$ cat config.mk
export PLATFORM = sky130hd
export DESIGN_NAME = seg_display_arbiter
export DESIGN_NICKNAME = d
export VERILOG_FILES = /design/src/rtl/seg_display_arbiter_pkg.sv /design/src/rtl/seg_display_arbiter_hold_timer.sv /design/src/rtl/seg_display_arbiter.sv
export SDC_FILE = /design/constraint.sdc
export NUM_CORES = 1
export LEC_CHECK = 0
export ABC_AREA = 1
export ABC_CLOCK_PERIOD_IN_PS = 2400
export CAP_MARGIN = 0
export CORE_MARGIN = 5
export CORE_UTILIZATION = 38
export DETAILED_ROUTE_END_ITERATION = 8
export PLACE_DENSITY = 0.65
export REMOVE_ABC_BUFFERS = 1
export SLEW_MARGIN = 30
export SYNTH_ARGS = -nofsm -noshare
export SYNTH_HDL_FRONTEND = slang
export SYNTH_SLANG_ARGS = --single-unit
$ cat constraint.sdc
create_clock -name clk -period 2.4 [get_ports clk]
set_input_delay 0.48 -clock clk [delete_from_list [all_inputs] [get_ports clk]]
set_output_delay 0.48 -clock clk [all_outputs]
set_load 0.005 [all_outputs]
$ cat src/rtl/seg_display_arbiter_pkg.sv
// Shared constants for the seven-segment display arbiter: menu codes,
// seconds limits and the ownership FSM encoding.
package seg_disp_pkg;

   localparam logic [11:0] MENU_INPUT = 12'd100;
   localparam logic [11:0] MENU_GEN   = 12'd200;
   localparam logic [11:0] MENU_DISP  = 12'd300;
   localparam logic [11:0] MENU_CALC  = 12'd400;
   localparam logic [11:0] MENU_OP1   = 12'd410;
   localparam logic [11:0] MENU_OP2   = 12'd420;
   localparam logic [11:0] MENU_OP3   = 12'd430;
   localparam logic [11:0] MENU_OP4   = 12'd440;
   localparam logic [11:0] MENU_OP5   = 12'd450;

   localparam logic [7:0]  SEC_MAX    = 8'd99;
   localparam int          SEC_EN_BIT = 8;

   typedef enum logic [1:0] {
      ST_IDLE  = 2'd0,
      ST_OWNED = 2'd1,
      ST_OPEN  = 2'd2
   } arb_state_e;

   // The display has only two seconds digits, so larger values clamp.
   function automatic logic [7:0] sat_sec(input logic [7:0] sec);
      if (sec > SEC_MAX) begin
         return SEC_MAX;
      end else begin
         return sec;
      end
   endfunction

endpackage

$ cat src/rtl/seg_display_arbiter_hold_timer.sv
// Down-counter that measures the minimum ownership window; zero_o marks
// the point where the current owner becomes preemptable.
module hold_timer #(
   parameter int CNT_W = 26
) (
   input  logic             clk,
   input  logic             reset,
   input  logic             load_i,
   input  logic [CNT_W-1:0] load_val_i,
   input  logic             dec_i,
   output logic             zero_o
);

   logic [CNT_W-1:0] cnt_q;
   logic [CNT_W-1:0] cnt_d;

   // Load has priority over decrement; decrement stops at zero.
   always_comb begin
      cnt_d = cnt_q;
      if (load_i) begin
         cnt_d = load_val_i;
      end else if (dec_i && (cnt_q != '0)) begin
         cnt_d = cnt_q - CNT_W'(1);
      end else begin
         cnt_d = cnt_q;
      end
   end

   // Counter register.
   always_ff @(posedge clk or posedge reset) begin
      if (reset) begin
         cnt_q <= '0;
      end else begin
         cnt_q <= cnt_d;
      end
   end

   assign zero_o = (cnt_q == '0);

endmodule

$ cat src/rtl/seg_display_arbiter.sv
// Arbitrates ownership of the seven-segment display between requesters,
// enforcing a minimum hold per owner; lower index wins.
module seg_display_arbiter
   import seg_disp_pkg::*;
#(
   parameter int          NUM_REQ     = 3,
   parameter int          HOLD_CYCLES = 50_000_000,
   parameter int          CNT_W       = 26,
   parameter logic [11:0] IDLE_CODE   = MENU_INPUT
) (
   input  logic                  clk,
   input  logic                  reset,
   input  logic [NUM_REQ-1:0]    req_i,
   input  logic [12*NUM_REQ-1:0] code_i,
   input  logic [8*NUM_REQ-1:0]  sec_i,
   input  logic [NUM_REQ-1:0]    sec_en_i,
   output logic [11:0]           menu_state_o,
   output logic [8:0]            seconds_o,
   output logic [NUM_REQ-1:0]    grant_o,
   output logic                  hold_active_o,
   output logic                  switch_pulse_o
);

   localparam arb_state_e       GRANT_ST = (HOLD_CYCLES == 1) ? ST_OPEN : ST_OWNED;
   localparam logic [CNT_W-1:0] HOLD_LD  = CNT_W'(HOLD_CYCLES - 1);

   arb_state_e         state_q, state_d;
   logic [NUM_REQ-1:0] grant_q, grant_d;
   logic [11:0]        menu_q, menu_d;
   logic [8:0]         sec_q, sec_d;
   logic               hold_q, hold_d;
   logic               pulse_q, pulse_d;

   logic [NUM_REQ-1:0] pend_s, pick_s, first_s, higher_s, higher_pick_s;
   logic               owner_req_s, load_s, dec_s, zero_s;

   hold_timer #(.CNT_W(CNT_W)) u_hold_timer (
      .clk        (clk),
      .reset      (reset),
      .load_i     (load_s),
      .load_val_i (HOLD_LD),
      .dec_i      (dec_s),
      .zero_o     (zero_s)
   );

   // Next grant/state; x & -x isolates the lowest set bit (highest priority).
   always_comb begin
      pend_s        = req_i & ~grant_q;
      pick_s        = pend_s & (~pend_s + NUM_REQ'(1));
      first_s       = req_i & (~req_i + NUM_REQ'(1));
      higher_s      = req_i & (grant_q - NUM_REQ'(1));
      higher_pick_s = higher_s & (~higher_s + NUM_REQ'(1));
      owner_req_s   = |(req_i & grant_q);
      state_d       = state_q;
      grant_d       = grant_q;
      load_s        = 1'b0;
      case (state_q)
         ST_IDLE: begin
            if (|req_i) begin
               grant_d = first_s;
               load_s  = 1'b1;
               state_d = GRANT_ST;
            end else begin
               grant_d = '0;
            end
         end
         ST_OWNED, ST_OPEN: begin
            if (!owner_req_s) begin
               if (|pend_s) begin
                  grant_d = pick_s;
                  load_s  = 1'b1;
                  state_d = GRANT_ST;
               end else begin
                  grant_d = '0;
                  state_d = ST_IDLE;
               end
            end else if ((state_q == ST_OWNED) && !zero_s) begin
               state_d = ST_OWNED;
            end else if (|higher_s) begin
               grant_d = higher_pick_s;
               load_s  = 1'b1;
               state_d = GRANT_ST;
            end else begin
               state_d = ST_OPEN;
            end
         end
         default: begin
            grant_d = '0;
            state_d = ST_IDLE;
         end
      endcase
      dec_s = (state_q == ST_OWNED) && !load_s;
   end

   // Payload follows the owner chosen on this edge so grant and data move together.
   always_comb begin
      menu_d = IDLE_CODE;
      sec_d  = 9'd0;
      for (int k = 0; k < NUM_REQ; k++) begin
         if (grant_d[k]) begin
            menu_d             = code_i[12*k +: 12];
            sec_d[SEC_EN_BIT]  = sec_en_i[k];
            sec_d[7:0]         = sat_sec(sec_i[8*k +: 8]);
         end else begin
            sec_d = sec_d;
         end
      end
      hold_d  = (state_d == ST_OWNED);
      pulse_d = (grant_d != grant_q);
   end

   // Output and state registers.
   always_ff @(posedge clk or posedge reset) begin
      if (reset) begin
         state_q <= ST_IDLE;
         grant_q <= '0;
         menu_q  <= IDLE_CODE;
         sec_q   <= 9'd0;
         hold_q  <= 1'b0;
         pulse_q <= 1'b0;
      end else begin
         state_q <= state_d;
         grant_q <= grant_d;
         menu_q  <= menu_d;
         sec_q   <= sec_d;
         hold_q  <= hold_d;
         pulse_q <= pulse_d;
      end
   end

   assign grant_o        = grant_q;
   assign menu_state_o   = menu_q;
   assign seconds_o      = sec_q;
   assign hold_active_o  = hold_q;
   assign switch_pulse_o = pulse_q;

endmodule

==> summary.md, run 1 <==
| Metric | Value |
|---|---|
| Status | `finished, final reports clean` |
| RSZ-0062 raised after global routing | `no` |
| Die Ht | `about 110 um` |
| Core area | `just over 0.009 mm^2` |
| Seq/Total Area, Yosys | `a little under two fifths` |
| WP data arrival | `approximately 2500 ps` |
| Synth top area cells | `dfrtp_1 36%, nand2_1 13%, nor2_1 10%` |
| Row count | `35` |
| Peak supply drop | `between 400 and 500 uV` |
| Cell with the most instances after synthesis | `nand2_1` |
| ANT cells | `0` |
| FMAX | `between 400 and 500 MHz` |
| Antenna violations before repair | `0` |
| Clock tree buffer depth | `2` |
| Endpoints failing hold | `0` |
| GRT Util Overall | `between 10% and 20%` |
| Lkg Pwr | `approximately 0.0023 uW` |
| PortBufs | `slightly above 90` |
| Area growth from synthesis to layout | `41.61%` |
| Skew-Pair Late Insertion Delay | `330 ps` |
| Clk slew on worst S/H paths | `roughly 120 ps` |
| Top cell type by total area after synthesis | `dfrtp_1` |
| Startpoint class of the critical path | `flip-flop` |
| Final Setup Violations | `0` |
| Largest net degree at the start of global routing | `30` |
| Sink Count | `54` |
| Crit. End Element | `flip-flop` |
| R2R depth | `15` |
| Post-synth top area share | `between 30% and 40%` |
| Crit-path max FO | `17` |
| Placed Cells | `between 700 and 800` |
| RePlAce Congestion | `between 0.9 and 1` |
| Final Cycle Share | `between 90% and 100%` |
| Pre-antenna DRT Iters | `4` |
| Via Count | `3,729` |
| Share of layout cells above drive strength 1 | `13.82%` |
| Syn Area/Cell | `slightly below 7 um^2` |
| Minimum clock period after layout | `between 2000 and 2500 ps` |
| Htree depth | `2` |
| Slew Limit Fails | `0` |
| Asr flop ratio synth | `100.0%` |
| Die Area | `between 0.01 and 0.015 mm^2` |
| Vias in the first global route | `between 3,000 and 4,000` |
| Non-filler cells, final | `about 760` |
| Post-synth EDFFs | `0` |
| Pwr Total | `between 5000 and 6000 uW` |
| Post-Route WL | `10,520 um` |
| Hold buffers post-CTS | `0` |
| Clk root buf | `clkbuf_8` |
| Synthesized area | `0.003551 mm^2` |
| Synth cell count leaders | `125 x nand2_1, 98 x nor2_1, 73 x nand3_1` |
| Synthesized instance count | `just over 500` |
| CTS tree | `built` |
| Starting DRC count in detailed routing | `207` |
| Synth Warn # | `0` |
| Die width | `between 100 and 150 um` |
| Yosys cell types | `35` |
| Cts bufs inserted | `5` |
| Post-synth top flop | `dfrtp_1` |
| Data required, critical path | `approximately 2600 ps` |
| # Max-Cap Violations | `0` |
| Post-route ant nets | `0` |
| Crit Path Class | `flip-flop to flip-flop` |
| Worst Hold Class | `input port to async pin` |
| Wirelength per Cell | `13.94 um` |
| DRC viols | `0` |
| Grt ovf | `0` |
| Power density over the cells | `approximately 1100 mW/mm^2` |
| Synth Register Bits | `between 50 and 60` |
| I/O pin count | `94` |
| Via density | `slightly below 5` |
| Final #Nets | `roughly 720` |
| Worst Clk Skew | `~19 ps` |
| Initial Util | `between 30 and 40%` |
| First-pass GRT wire length | `17,390 um` |
| Dpl hpwl | `8214 um` |
state kept, by name, summed over array words and instances (netlist names):
register,flops
grant_o,3
hold_active_o,1
menu_state_o,12
seconds_o,9
state_q,2
switch_pulse_o,1
u_hold_timer.cnt_q,26
what timing repair did:
item | in CTS | in global routing
gates resized for setup | 3 | 13
setup endpoints to repair | 20 | 42
pin swaps | 0 | 6
cloned | 0 | 2
buffers inserted | 0 | 5
hold endpoints to repair | 0 | 0
layout make-up:
cell class / count / area, um^2
clock buffer: 5 / 68.82
clock inverter: 3 / 26.28
fill: 880 / 4168
inverter: 51 / 195.2
multi-input combinational: 398 / 1953
sequential: 54 / 1356
tap: 111 / 138.9
timing repair buffer: 133 / 1290
layer usage:
layer	routed length, um	vias up	GRT usage, %
met5	0	-	0
met4	102	0	4.384
met3	680	10	5.057
met2	5292	112	33.50
met1	4448	1705	21.97
li1	-	1902	-
per-stage QoR:
step	utilization [%]	TNS [ps]	cell area [um^2]	hold slack [ps]	setup WS (ps)
4_1_cts	53.54	0	4923	429.2	31.31
3_5_place_dp	52.38	-927.6	4817	533.6	-167.5
5_1_grt	54.68	0	5029	439.5	4.122
3_3_place_gp	52.38	-1353	4817	529.9	-152.8
2_1_floorplan	-	-2499	3455	484.9	-157.8
6_report	54.68	0	5029	414.4	136.2
kinds of logic after synthesis:
| logic type | synth area share (%) |
|---|---|
| simple gates | 39.85 |
| buf+inv | 8.104 |
| flops | 38.16 |
| compound gates | 7.329 |
| xor+xnor | 4.686 |
| fa+ha+maj | 1.762 |
| other cells | 0.1056 |
report_power, final:
group	total, uW	internal, uW	switching [uW]
combinational	3640	1670	1960
clock	555	218	337
sequential	1410	1240	168
total	5600	3130	2470
cell usage in the layout, fill, tap and decap left out, types with 2 or more instances in the layout:
cell type and count:
clkinv_1 2, dfrtp_1 50, a21oi_1 16, or2_2 8, nand2_4 2, xor2_1 9, nor2_2 5, clkbuf_8 5
nand2_2 6, buf_4 35, clkdlybuf4s50_1 93, o41ai_1 2, xnor2_1 10, a31oi_1 2, dfstp_2 3, nand4_1 7
nor2_1 95, nand3_1 72, ha_1 4, o211ai_1 2, a21oi_2 2, nor2_4 3, nand2_1 123, nor3_1 8
o21ai_1 3, inv_1 42, inv_2 6, o21ai_0 10, buf_12 3, inv_6 3
worst max-delay path: stages (launching register included):
cell and delay [ps]:
dfrtp_1 410, inv_1 70, ha_2 170, nand2_1 90, nor2_4 170, nand3_2 120, o21ai_4 240, buf_4 150
a21oi_2 50, nand2_2 90, nand2_2 90, a21oi_4 160, buf_12 160, nand2_1 60, nand2_1 60, nand2_1 60
final timing paths:
check | startpoint | endpoint | slack, ps
min in group clk | u_hold_timer.cnt_q[6]$_DFFE_PP0P_ | u_hold_timer.cnt_q[6]$_DFFE_PP0P_ | 560
hold / removal | reset | menu_state_o[1]$_DFF_PP0_ | 410
hold reg to reg | u_hold_timer.cnt_q[6]$_DFFE_PP0P_ | u_hold_timer.cnt_q[6]$_DFFE_PP0P_ | 560
setup reg to reg | u_hold_timer.cnt_q[1]$_DFFE_PP0P_ | switch_pulse_o$_DFF_PP0_ | 140
max in group asynchronous | reset | u_hold_timer.cnt_q[12]$_DFFE_PP0P_ | 1450
setup / recovery | u_hold_timer.cnt_q[1]$_DFFE_PP0P_ | switch_pulse_o$_DFF_PP0_ | 140
(Power assumes the default switching activity.)
==> run 2: changes to the inputs <==
--- a/config.mk
+++ b/config.mk
@@ -6,7 +6,7 @@
 export NUM_CORES = 1
 export LEC_CHECK = 0
 export ABC_AREA = 1
-export ABC_CLOCK_PERIOD_IN_PS = 2400
+export ABC_CLOCK_PERIOD_IN_PS = 2200
 export CAP_MARGIN = 0
 export CORE_MARGIN = 5
 export CORE_UTILIZATION = 38
==> constraint.sdc (replaced) <==
create_clock -name clk -period 2.2 [get_ports clk]
set_input_delay 0.44 -clock clk [delete_from_list [all_inputs] [get_ports clk]]
set_output_delay 0.44 -clock clk [all_outputs]
set_load 0.005 [all_outputs]
==> run 2 against run 1 <==
The run now ends with negative setup slack left. Register-to-register slack got worse by 200 ps. Critical path type unchanged. Final area grew 8.1%. First-iteration DRC count is 31% lower. Wire length grew 7.4%. Combinational power up 26%. Hold slack worse by 17 ps. Clock skew grew 1.6 ps.
==> summary.md, run 2 (synthesis gave the netlist of run 1 again) <==
| Metric | Value |
|---|---|
| Worst slew pin tran | `approximately 500 ps` |
| Fill cell count | `853` |
| Violated checks | `negative setup slack` |
| PortBufs | `93` |
| ANT cells | `0` |
| Setup TNS | `-480.1 ps` |
| Die Area | `around 0.011 mm^2` |
| Skew-Pair Late Insertion Delay | `approximately 320 ps` |
| Largest net degree at the start of global routing | `40` |
| Endpoints failing hold | `0` |
| Worst Clk Skew | `approximately 21 ps` |
| First-pass GRT wire length | `roughly 17,000 um` |
| Crit. End Element | `flip-flop` |
| Power density over the cells | `1233 mW/mm^2` |
| Top delay family on crit path | `simple AND/OR/NAND/NOR gates` |
| Row count | `35` |
| Post-route ant nets | `0` |
| WP data arrival | `2490 ps` |
| WP buf/inv | `3` |
| Crit-path cells | `inv_2 > ha_4 > nand2_4 > nor2_4 > nand3_2 > o21ai_4 > buf_6 > a21oi_2 > nand2_2 > nand2_4 > a21oi_4 > clkbuf_16 > nor2_1 > nor2_1 > nor2_1` |
| FMAX | `about 440 MHz` |
| Vias in the first global route | `about 3,800` |
| Worst setup margin | `-63.64 ps` |
| Critical-path top delay cell | `dfrtp_1` |
| Minimum clock period after layout | `~2300 ps` |
| Starting DRC count in detailed routing | `between 100 and 150` |
| RSZ-0062 raised after global routing | `yes` |
| Clk root buf | `clkbuf_8` |
| Placed Cells | `between 700 and 800` |
| Die width | `between 100 and 150 um` |
| Post-Route WL | `approximately 11,000 um` |
| Antenna violations before repair | `0` |
| Worst Hold Class | `input port to async pin` |
| Peak supply drop | `between 500 and 600 uV` |
| Final Setup Violations | `14` |
| CTS tree | `built` |
| Cts bufs inserted | `5` |
| Sink Count | `54` |
| Pre-antenna DRT Iters | `4` |
| GRT Util Overall | `18.82%` |
| Final #Nets | `between 700 and 800` |
| Dpl hpwl | `~8300 um` |
| Slowest Stage Delay on Critical Path | `between 400 and 500 ps` |
| Share of layout cells above drive strength 1 | `between 20% and 30%` |
| Initial Util | `38.61%` |
| Non-filler cells, final | `approximately 780` |
| RePlAce Congestion | `approximately 0.96` |
| Data required, critical path | `about 2400 ps` |
| Via density | `5.035` |
| Startpoint class of the critical path | `flip-flop` |
| Via Count | `roughly 4,000` |
| Core Util, Final | `59.09%` |
| DRC viols | `0` |
| I/O pin count | `94` |
| Top cell by count, worst path | `nor2_1` |
| Grt ovf | `0` |
| Clock tree buffer depth | `2` |
| Die Ht | `~110 um` |
| Clk slew on worst S/H paths | `about 120 ps` |
| Status | `finished, violations left` |
| Commonest non-fill, non-tap cell in the layout | `nand2_1` |
| Final Cycle Share | `102.9%` |
| Area growth from synthesis to layout | `53.03%` |
| Largest register FFs | `26` |
| Slew Limit Fails | `0` |
| Lkg Pwr | `about 0.0025 uW` |
| Commonest non-fill, non-tap cells in the layout | `117 x nand2_1, 93 x clkdlybuf4s50_1, 81 x nor2_1, 69 x nand3_1, 54 x buf_4` |
| Htree depth | `2` |
| Max_slew headroom | `between 60% and 70%` |
| Wirelength per Cell | `approximately 14 um` |
| Crit-path max FO | `8` |
| Core area | `between 0.009 and 0.01 mm^2` |
| Register bank with the most flops | `u_hold_timer.cnt_q` |
| Crit Path Class | `flip-flop to flip-flop` |
| # Max-Cap Violations | `0` |
## run 2: layer usage
layer | share of wire, % | wire length [um] | track usage (%)
met1 | 40 | 4540 | 22.29
met2 | 50 | 5685 | 32.64
met3 | 7.4 | 833 | 5.178
met4 | 2.2 | 244 | 6.667
met5 | 0 | 0 | 0
## run 2: final timing paths
kind	start	endpoint	slack (ps)	depth (start not counted)
setup / recovery	u_hold_timer.cnt_q[1]$_DFFE_PP0P_	seconds_o[0]$_DFF_PP0_	-60	15
hold / removal	reset	menu_state_o[3]$_DFF_PP0_	400	2
setup reg to reg	u_hold_timer.cnt_q[1]$_DFFE_PP0P_	seconds_o[0]$_DFF_PP0_	-60	15
hold reg to reg	u_hold_timer.cnt_q[5]$_DFFE_PP0P_	u_hold_timer.cnt_q[5]$_DFFE_PP0P_	570	2
max in group asynchronous	reset	u_hold_timer.cnt_q[15]$_DFFE_PP0P_	1240	3
min in group clk	u_hold_timer.cnt_q[5]$_DFFE_PP0P_	u_hold_timer.cnt_q[5]$_DFFE_PP0P_	570	2
## run 2: cell type report
type / instances / area, um^2 / area share [%]
Clock buffer: 5 / 68.82 / 1.266
Tap cell: 111 / 138.9 / 2.556
Inverter: 51 / 193.9 / 3.569
Timing Repair Buffer: 159 / 1562 / 28.74
Clock inverter: 3 / 21.27 / 0.3914
Sequential cell: 54 / 1356 / 24.96
Multi-Input combinational cell: 398 / 2093 / 38.52
## run 2: through the flow
stage	cell area (um^2)	hold slack [ps]	setup slack, ps	power, uW
finish	5434	397.0	-63.64	6698
global route	5434	431.7	-195.8	7247
detailed placement	4890	540.4	-252.7	5344
global placement	4890	529.4	-240.9	5301
floorplan	3455	484.9	-357.8	3532
CTS	5012	408.9	5.308	5970
## run 2: report_power, final
part | switching [uW] | total, uW | internal, uW
clock network | 356 | 581 | 225
logic | 2400 | 4590 | 2180
registers | 181 | 1530 | 1350
## run 2: what timing repair did
item                       in CTS  in global routing
hold buffers                    0                  0
resized for setup               5                 52
setup buffers                   2                 18
cloned                          0                  5
setup endpoints to repair      23                 46
pin swaps                       2                 25
